===== src/rtl/vocos_pkg.sv =====
// Shared types for the vocoder datapath: band samples, envelopes and the rectifier helper.
package vocos_pkg;

  typedef logic signed [63:0] sample_t;
  typedef logic        [63:0] env_t;

  localparam env_t    SAMPLE_MAX = 64'h7FFF_FFFF_FFFF_FFFF;
  localparam sample_t SAMPLE_MIN = 64'sh8000_0000_0000_0000;

  // Full-wave rectify; the most negative sample saturates so the result fits in 63 bits.
  function automatic env_t abs_sat(input sample_t s);
    if (s == SAMPLE_MIN) return SAMPLE_MAX;
    else if (s[63])      return env_t'(-s);
    else                 return env_t'(s);
  endfunction

endpackage


===== src/rtl/envelope_follower_smoother.sv =====
// One-pole attack/release smoother holding the envelope register.
module env_smoother
  import vocos_pkg::*;
#(
  parameter int unsigned ATTACK_SHIFT  = 2,
  parameter int unsigned RELEASE_SHIFT = 6
) (
  input  logic clk,
  input  logic rst_n,
  input  logic en,
  input  env_t abs_q,
  output env_t env,
  output env_t env_next
);

  // Steps always land between env and abs_q, so env stays within 63 bits.
  always_comb begin
    env_next = env;
    if (en) begin
      if (abs_q > env) env_next = env + ((abs_q - env) >> ATTACK_SHIFT);
      else             env_next = env - ((env - abs_q) >> RELEASE_SHIFT);
    end
  end

  always_ff @(posedge clk or negedge rst_n) begin
    if (!rst_n) env <= '0;
    else        env <= env_next;
  end

endmodule


===== src/rtl/envelope_follower.sv =====
// Band envelope follower: rectify, smooth, decimate, and hand off over valid/ready.
module envelope_follower
  import vocos_pkg::*;
#(
  parameter int unsigned ATTACK_SHIFT  = 2,
  parameter int unsigned RELEASE_SHIFT = 6,
  parameter int unsigned DECIM         = 64
) (
  input  logic    clk_in,
  input  logic    rst_n_in,
  input  sample_t sample_in,
  input  logic    sample_valid_in,
  output env_t    env_out,
  output logic    env_valid_out,
  input  logic    env_ready_in,
  output logic    overrun_out
);

  localparam logic [15:0] DECIM_LAST = 16'(DECIM - 1);

  env_t        abs_q;
  logic        s1_valid;
  logic [15:0] cnt;
  env_t        env;
  env_t        env_next;
  logic        load;

  always_ff @(posedge clk_in or negedge rst_n_in) begin
    if (!rst_n_in) begin
      abs_q    <= '0;
      s1_valid <= 1'b0;
    end else begin
      s1_valid <= sample_valid_in;
      if (sample_valid_in) abs_q <= abs_sat(sample_in);
    end
  end

  env_smoother #(
    .ATTACK_SHIFT (ATTACK_SHIFT),
    .RELEASE_SHIFT(RELEASE_SHIFT)
  ) u_smoother (
    .clk     (clk_in),
    .rst_n   (rst_n_in),
    .en      (s1_valid),
    .abs_q   (abs_q),
    .env     (env),
    .env_next(env_next)
  );

  assign load = s1_valid && (cnt == DECIM_LAST);

  always_ff @(posedge clk_in or negedge rst_n_in) begin
    if (!rst_n_in)     cnt <= '0;
    else if (load)     cnt <= '0;
    else if (s1_valid) cnt <= cnt + 16'd1;
  end

  // Handshake: a value transfers on env_valid_out & env_ready_in. A load always wins and
  // keeps valid high; loading over a value nobody accepted sets the sticky overrun flag.
  always_ff @(posedge clk_in or negedge rst_n_in) begin
    if (!rst_n_in) begin
      env_out       <= '0;
      env_valid_out <= 1'b0;
      overrun_out   <= 1'b0;
    end else begin
      if (load) begin
        env_out       <= env_next;
        env_valid_out <= 1'b1;
        if (env_valid_out && !env_ready_in) overrun_out <= 1'b1;
      end else if (env_valid_out && env_ready_in) begin
        env_valid_out <= 1'b0;
      end
    end
  end

endmodule


===== config.mk =====
export PLATFORM = sky130hd
export DESIGN_NAME = envelope_follower
export DESIGN_NICKNAME = d
export VERILOG_FILES = /design/src/rtl/vocos_pkg.sv /design/src/rtl/envelope_follower_smoother.sv /design/src/rtl/envelope_follower.sv
export SDC_FILE = /design/constraint.sdc
export NUM_CORES = 1
export LEC_CHECK = 0
export CORE_MARGIN = 4
export CORE_UTILIZATION = 40
export CTS_CLUSTER_SIZE = 8
export DETAILED_ROUTE_END_ITERATION = 12
export GPL_TIMING_DRIVEN = 0
export SETUP_SLACK_MARGIN = 0.15
export SYNTH_ARGS = -nofsm -noshare
export SYNTH_HDL_FRONTEND = slang
export SYNTH_SLANG_ARGS = --single-unit
export TNS_END_PERCENT = 100

===== constraint.sdc =====
create_clock -name clk_in -period 22.1 [get_ports clk_in]
set_input_delay 4.42 -clock clk_in [delete_from_list [all_inputs] [get_ports clk_in]]
set_output_delay 4.42 -clock clk_in [all_outputs]
set_load 0.05 [all_outputs]

# Word-level counts from Yosys, hierarchy flattened
# Cells that the tools add are included.
# Widths: inputs -> output; s select.
classes:
  eq_ne: 2
  mux: 8
  n_reduce_logical: 7
  n_mul: 0
  n_bitwise: 0
  n_lt_le_gt_ge: 1
  n_addsub: 6
  shifts: 0
  div_mod_pow: 0
ops:
  columns: ["operator", "count"]
  rows:
  - ["$mux 64", 4]
  - ["$sub 64x64->64", 2]
  - ["$add 64x62->64", 1]
  - ["$eq 64x64->1 const B", 1]
  - ["$gt 64x64->1", 1]
  - ["$neg 64->64", 1]
  - ["$sub 64x58->64", 1]
  - ["$mux 16", 2]
  - ["$add 16x1->16 const B", 1]
  - ["$eq 16x6->1 const B", 1]
  - ["$reduce_bool 2->1", 2]
  - ["$logic_and 1x1->1", 3]
  - ["$mux 1", 2]
  - ["$reduce_and 2->1", 1]
  - ["$logic_not 1->1", 1]
word_totals:
  mem_bits_ro: 0
  inputBits: 68
  ff_bits: 211
  latchBits: 0
  memories: 0
  ramBits: 0

# Logic depth before layout (Yosys ltp)
# Gate-level depths: netlist (run 1).
logic_depth:
  word_depth: 4
  mapped_depth: 32
  ltp_nobuf: 30

# Hierarchy
# A second synthesis (run 1) with hierarchy kept.
hier_totals:
  cells_unflattened: 3144
  hier_area_um2: 23486.3
by_module_without_submodules:
  columns: ["module", "n_inst", "seq_area_each_um2", "cells_each", "area_each_um2"]
  rows:
  - ["env_smoother", 1, 1601.5, 2370, 16445.8]
  - ["envelope_follower", 1, 3678.5, 774, 7040.5]

# Worst setup path before layout (run 1)
# No wires, ideal clock.
synth_path:
  path_kind: "input port to flip-flop"
  startpoint: "input port sample_in[2]"
  endpoint: "register abs_q[59]"
  cell_stages: 13
  n_path_buf: 0
  arrival_ps: 7884
  setup_slack_ps: 14079
  setup_time_ps: 137
  required_ps: 21963
  cell_sequence: "or3_1 or2_2 nor4_2 nand3_1 or3_1 or2_1 or3_1 or4_1 or3_1 or3_1 o31ai_2 xor2_1 a21oi_1"
synth_via:
  elab_chain_cells: 3
synth_lines:
  columns: ["element", "line", "source"]
  rows:
  - ["from (decl)", "envelope_follower.sv:11", "input sample_t sample_in,"]
  - ["$neg 64->64", "vocos_pkg.sv:13", "else if (s[63]) return env_t'(-s);"]
  - ["$mux 64", "vocos_pkg.sv:13", null]
  - ["$mux 64 *", "vocos_pkg.sv:12", "if (s == SAMPLE_MIN) return SAMPLE_MAX;"]
  - ["to (signal assigned)", "envelope_follower.sv:34", "if (sample_valid_in) abs_q <= abs_sat(sample_in);"]
  - ["to (decl)", "envelope_follower.sv:21", "env_t abs_q;"]
# Mark *: on every way between the ends. The rest lies on a longest branch, timed or not.
# A chain may end at the register's enable or synchronous reset.

# Worst setup path in the final report (run 1)
layout_path:
  startpoint: "register abs_q[13]"
  endpoint: "register env_out[56]"
layout_via:
  elab_chain_cells: 4
layout_lines:
  columns: ["element", "line", "source"]
  rows:
  - ["$sub 64x64->64 (on tied branches)", "envelope_follower_smoother.sv:21, envelope_follower_smoother.sv:20", null]
  - ["$sub 64x58->64 / $add 64x62->64 (equally long branches)", "envelope_follower_smoother.sv:21, envelope_follower_smoother.sv:20", null]
  - ["$mux 64 *", "envelope_follower_smoother.sv:20", "if (abs_q > env) env_next = env + ((abs_q - env) >> ATTACK_SHIFT);"]
  - ["$mux 64 *", "envelope_follower_smoother.sv:19", "if (en) begin"]
  - ["to (signal assigned)", "envelope_follower.sv:67", "env_out <= env_next;"]
  - ["to (decl)", "envelope_follower.sv:13", "output env_t env_out,"]
# Marks and branches as above.

==> results.yml, run 1 <==
detailed_routing:
  drtPass1Iterations: 8
  routed_wl_microns: 93500
  wl_per_cell_microns: 23.8
  antenna_left: 0
  vias_per_cell: 6.03
  dr.first_iter.drc_count: 3052
  routed-via-count: 23710
  drc_errors: 0
setup_path:
  worstPathArrival_ns: 11.59
  max_stage_delay_ns: 0.92
  reg2reg_setup_slack_ns: 10.99
  path_max_fanout: 10
  critPathCapture: "env_out[56]"
  r2r-end: "env_out[56]"
  r2r_cells: 28
  required_ns: 22.58
  critPathLaunch: "abs_q[13]"
  path_class: "reg2reg"
  cp-start-kind: "flip-flop"
  cp_common_cell: "nand2_1"
  slowest_stage: "a31oi_1"
  cp-end-kind: "flip-flop"
  timing.rr.start: "abs_q[13]"
synthesis:
  yosysWarnings: 0
  syn_nets: 3274
  synth_seq_cells: 211
  synth_edf_count: 0
  syn_avg_cell_area_sq_um: 7.50
  syn_inst: 3012
  syn_area_sq_mm: 0.0226
  synth-main-ff-cell: "dfrtp_1"
  ys_seq_area_share_pct: 23.4
  synthTopCellsByArea: "dfrtp_1 23%, ha_1 11%, a21oi_1 7.2%, nand2_1 6.3%, xnor2_1 5.9%"
  synth_area_leader_cell: "dfrtp_1"
  async_flop_share_pct: 100
  synth_cell_types: 95
  yosys.area.top_type_share_pct: 23.4
clocking:
  numCtsBuffers: 30
  htreeDepth: 1
  cts_sinks: 211
  clockBufferDepth: 3
  clock_latency_ns: 0.57
  hold_buffers: 0
  clk_pin_slew_ns: 0.05
  cts_resized: 0
  clockRootBuffer: "clkbuf_16"
  post-cts-setup-buffers: 0
  cts_tree: "built"
global_routing:
  overflow: 0
  antenna_found_initial: 1
  grt_util_all_layers_pct: 29.9
  grt_pass1_vias: 22063
  grt_max_degree: 88
  grt_pass1_wl_microns: 139000
place:
  port_buffers: 132
  dp_hpwl_microns: 77900
  place.gp.congestion: 1.02
layout:
  syn_to_final_growth_pct: 13.8
  drive_above_1_share_pct: 3.68
  layout.nets: 3440
sta:
  rsz0062_at_grt: "no"
  finalHoldViolations: 0
  min_period_over_period_pct: 50.3
  slew_violations: 0
  setup_viol: 0
  fin_crit_ns: 11.11
  relSlewSlack_pct: 13.5
  finalSetupTns_ns: 0
  finalClockSkew_ns: 0.0288
  fin_hold_ws_ns: 0.480
  tightest_slew_ns: 1.26
  max_freq_mhz: 90.0
run_status:
  status: "finished clean"
floorplan:
  coreArea_sq_mm: 0.0555
  fp.dieArea_sq_mm: 0.0604
  start_util_pct: 40.7
  die_h_microns: 246
  die_w_microns: 246
  io_pins: 134
  rows: 86
min_path:
  hold_class: "reg2reg"
flow_run:
  maxCapViolCount: 0
## cell families after synthesis
family	after synthesis	synth area share (%)
adder cells (fa/ha/maj)	194	10.8
XOR/XNOR	276	10.7
AND/OR/NAND/NOR	1012	21.1
multiplexers	44	2.08
buffers and inverters	318	5.48
AO/OA/AOI/OAI	957	26.5
flip-flops	211	23.4
## final cells by class
cell class                 instances  area [sq um]
fill                            5721         29800
sequential                       211          5280
tap                              748           936
buffer                           146           592
antenna                            4          10.0
clock inverter                     2          46.3
timing repair buffer             134          1380
multi-input combinational       2483         16100
clock buffer                      31           754
inverter                         172           646
## per-layer routing
layer	wire length [microns]	GRT usage [%]	up-vias
met5	0	0	-
met1	44700	46.6	11394
met3	11400	9.04	96
met4	2140	7.01	0
met2	35300	39.6	1186
li1	-	-	11034
## worst min-delay path by stage
stage,startpoint,end,slack (ns),cells after the start
final,env_out[4],env_out[4],0.48,2
after global routing,env_out[61],env_out[61],0.51,2
after CTS,env_out[13],env_out[13],0.48,2
after detailed placement,env_out[37],env_out[37],0.46,2
after global placement,env_out[56],env_out[56],0.46,2
after floorplan,cnt[15],cnt[15],0.45,1
## flip-flops by register name, summed over array words and instances (netlist names)
signal,cells
s1_valid,1
env_valid_out,1
cnt,16
env_out,64
abs_q,64
u_smoother.env,64
overrun_out,1
## cells in the mapped netlist (all sizes together), types with 9 or more instances
library cell / instances
a211o: 9
a211oi: 19
a21boi: 13
a21o: 116
a21oi: 329
a221oi: 15
a31oi: 23
and2: 25
and3: 27
and4: 13
buf: 27
clkbuf: 119
dfrtp: 211
ha: 193
inv: 172
mux2: 23
mux2i: 21
nand2: 379
nand2b: 23
nand3: 64
nand4: 54
nor2: 258
nor2b: 14
nor3: 51
nor4: 25
o211ai: 24
o21a: 25
o21ai: 223
o21bai: 37
o31ai: 40
o41ai: 9
or2: 18
or3: 26
or4: 17
xnor2: 151
xor2: 125
## layout by cell type, fill, tap and decap left out, types with 25 or more instances in the layout
master           synthesis  final
nand4_1                 53     53
o21ai_0                214    214
clkdlybuf4s50_1          0    131
nand3_1                 63     63
or3_1                   25     25
ha_1                   193    193
xor2_1                 125    125
nor3_1                  50     50
and3_1                  27     27
clkbuf_1               119    120
dfrtp_1                211    211
xnor2_1                151    151
clkbuf_16                0     30
a21oi_1                326    326
inv_1                  172    172
o31ai_1                 38     38
a21o_1                 116    116
o21bai_1                37     37
nor2_1                 258    258
nand2_1                379    379
## critical path: cells and delay by family (launching register included)
kind | cells | cell delay (ns)
compound gates | 13 | 5.84
simple gates | 8 | 1.79
buf+inv | 4 | 1.71
fa+ha+maj | 2 | 0.72
xor+xnor | 1 | 0.50
flops | 1 | 0.46
## per-stage QoR
| stage | setup WS, ns | utilization (%) | cell area [sq um] | cells |
|---|---|---|---|---|
| 4_1_cts | 11.40 | 46.3 | 25700 | 3927 |
| 3_5_place_dp | 11.48 | 44.9 | 24900 | 3894 |
| 5_1_grt | 10.46 | 46.3 | 25700 | 3927 |
| 3_3_place_gp | 7.51 | 44.8 | 24900 | 3892 |
| 2_1_floorplan | 14.08 | - | 22600 | 3012 |
| 6_report | 10.99 | 46.3 | 25700 | 3931 |
Power of run 1 is not shown: default switching activity piles up to over one toggle a cycle in this logic, so the estimate is an artifact.
==> inputs of run 2 (changes only) <==
Clock period 22.1 ns to 11.5 ns, I/O delays scaled along.
==> results.yml, run 2 (synthesized netlist as in run 1, its figures left out) <==
run_status:
  status: "finished clean"
detailed_routing:
  routed-via-count: 23748
  antenna_left: 0
  dr.first_iter.drc_count: 3077
  routed_wl_microns: 93600
  drc_errors: 0
  wl_per_cell_microns: 23.8
  vias_per_cell: 6.04
  drtPass1Iterations: 6
sta:
  fin_crit_ns: 10.82
  min_period_over_period_pct: 94.0
  finalHoldViolations: 0
  slew_violations: 0
  max_freq_mhz: 92.5
  relSlewSlack_pct: 14.0
  setup_viol: 0
  finalClockSkew_ns: 0.0294
  tightest_slew_ns: 1.26
  finalSetupTns_ns: 0
  rsz0062_at_grt: "no"
floorplan:
  fp.dieArea_sq_mm: 0.0604
  io_pins: 134
  coreArea_sq_mm: 0.0555
  start_util_pct: 40.7
  die_h_microns: 246
  rows: 86
  die_w_microns: 246
layout:
  reg.largest.list: "abs_q (64), env_out (64), u_smoother.env (64)"
  layout_common_cells: "379 x nand2_1, 326 x a21oi_1, 258 x nor2_1"
  layout.nets: 3440
  final_common_cell: "nand2_1"
  syn_to_final_growth_pct: 13.9
  fin_cells: 3931
  drive_above_1_share_pct: 3.71
clocking:
  clockRootBuffer: "clkbuf_16"
  htreeDepth: 1
  clk_pin_slew_ns: 0.05
  cts_tree: "built"
  clock_latency_ns: 0.57
  numCtsBuffers: 30
  cts_sinks: 211
  hold_buffers: 0
  clockBufferDepth: 3
global_routing:
  grt_max_degree: 88
  antenna_found_initial: 1
  grt_util_all_layers_pct: 29.9
  grt_pass1_vias: 22063
  overflow: 0
  grt_pass1_wl_microns: 139000
min_path:
  hp-start: "env_out[4]"
  hold_class: "reg2reg"
setup_path:
  path_max_fanout: 10
  cp_top_family: "compound AO/OA/AOI/OAI gates"
  path_class: "reg2reg"
  timing.rr.start: "abs_q[13]"
  required_ns: 11.98
  worstPathArrival_ns: 11.30
  crit_buf_inv: 4
  cp-end-kind: "flip-flop"
  reg2reg_setup_slack_ns: 0.68
  cp_common_cell: "nand2_1"
  max_stage_delay_ns: 0.77
  cp-start-kind: "flip-flop"
  slowest_stage: "o41ai_1"
  critPathLaunch: "abs_q[13]"
flow_run:
  maxCapViolCount: 0
place:
  placed_cells: 3894
  place.gp.congestion: 1.02
  port_buffers: 132
  dp_hpwl_microns: 77900
## run 2: cell types whose count changed in the layout (fill, tap and decap cells not counted)
cell	previous run	this run
a31oi_1	23	22
a31oi_2	0	1
## run 2: per-layer routing
metal,vias to the layer above,routed length [microns],part of all wire (%),global-route usage [%]
li1,11037,-,-,-
met1,11417,44700,48,46.6
met2,1196,35300,38,39.6
met3,98,11400,12,9.04
met4,0,2160,2.3,7.01
met5,-,0,0,0
## run 2: worst min-delay path, stage by stage (launching register included)
cell	delay, ns
dfrtp_1	0.34
nand2_1	0.05
nand2_1	0.06
## run 2: layout make-up
class	count	area, sq um
clock inverter	2	46.3
tap	748	936
clock buffer	31	754
antenna	4	10.0
buffer	146	592
timing repair buffer	134	1380
inverter	172	646
sequential	211	5280
fill	5719	29800
multi-input combinational	2483	16100
## run 2: final timing paths
path	to	depth (start not counted)
max	env_out[56]	28
min	env_out[4]	2
max reg2reg	env_out[56]	28
min reg2reg	env_out[4]	2
max in group asynchronous	env_out[55]	3
min in group asynchronous	abs_q[1]	1
## run 2: through the flow
stage | utilization (%) | setup WS [ns] | hold WS [ns] | cell area [sq um]
finish | 46.3 | 0.684 | 0.480 | 25700
global route | 46.3 | 0.167 | 0.505 | 25700
CTS | 46.3 | 0.802 | 0.481 | 25700
detailed placement | 44.9 | 0.877 | 0.463 | 24900
global placement | 44.8 | -0.973 | 0.460 | 24900
floorplan | - | 4.51 | 0.447 | 22600
## run 2: timing repair
item                       in CTS  in global routing
buffers inserted                0                  0
gates resized for setup         0                  1
setup endpoints to repair       0                  5
Power of run 2 is left out for the same reason.
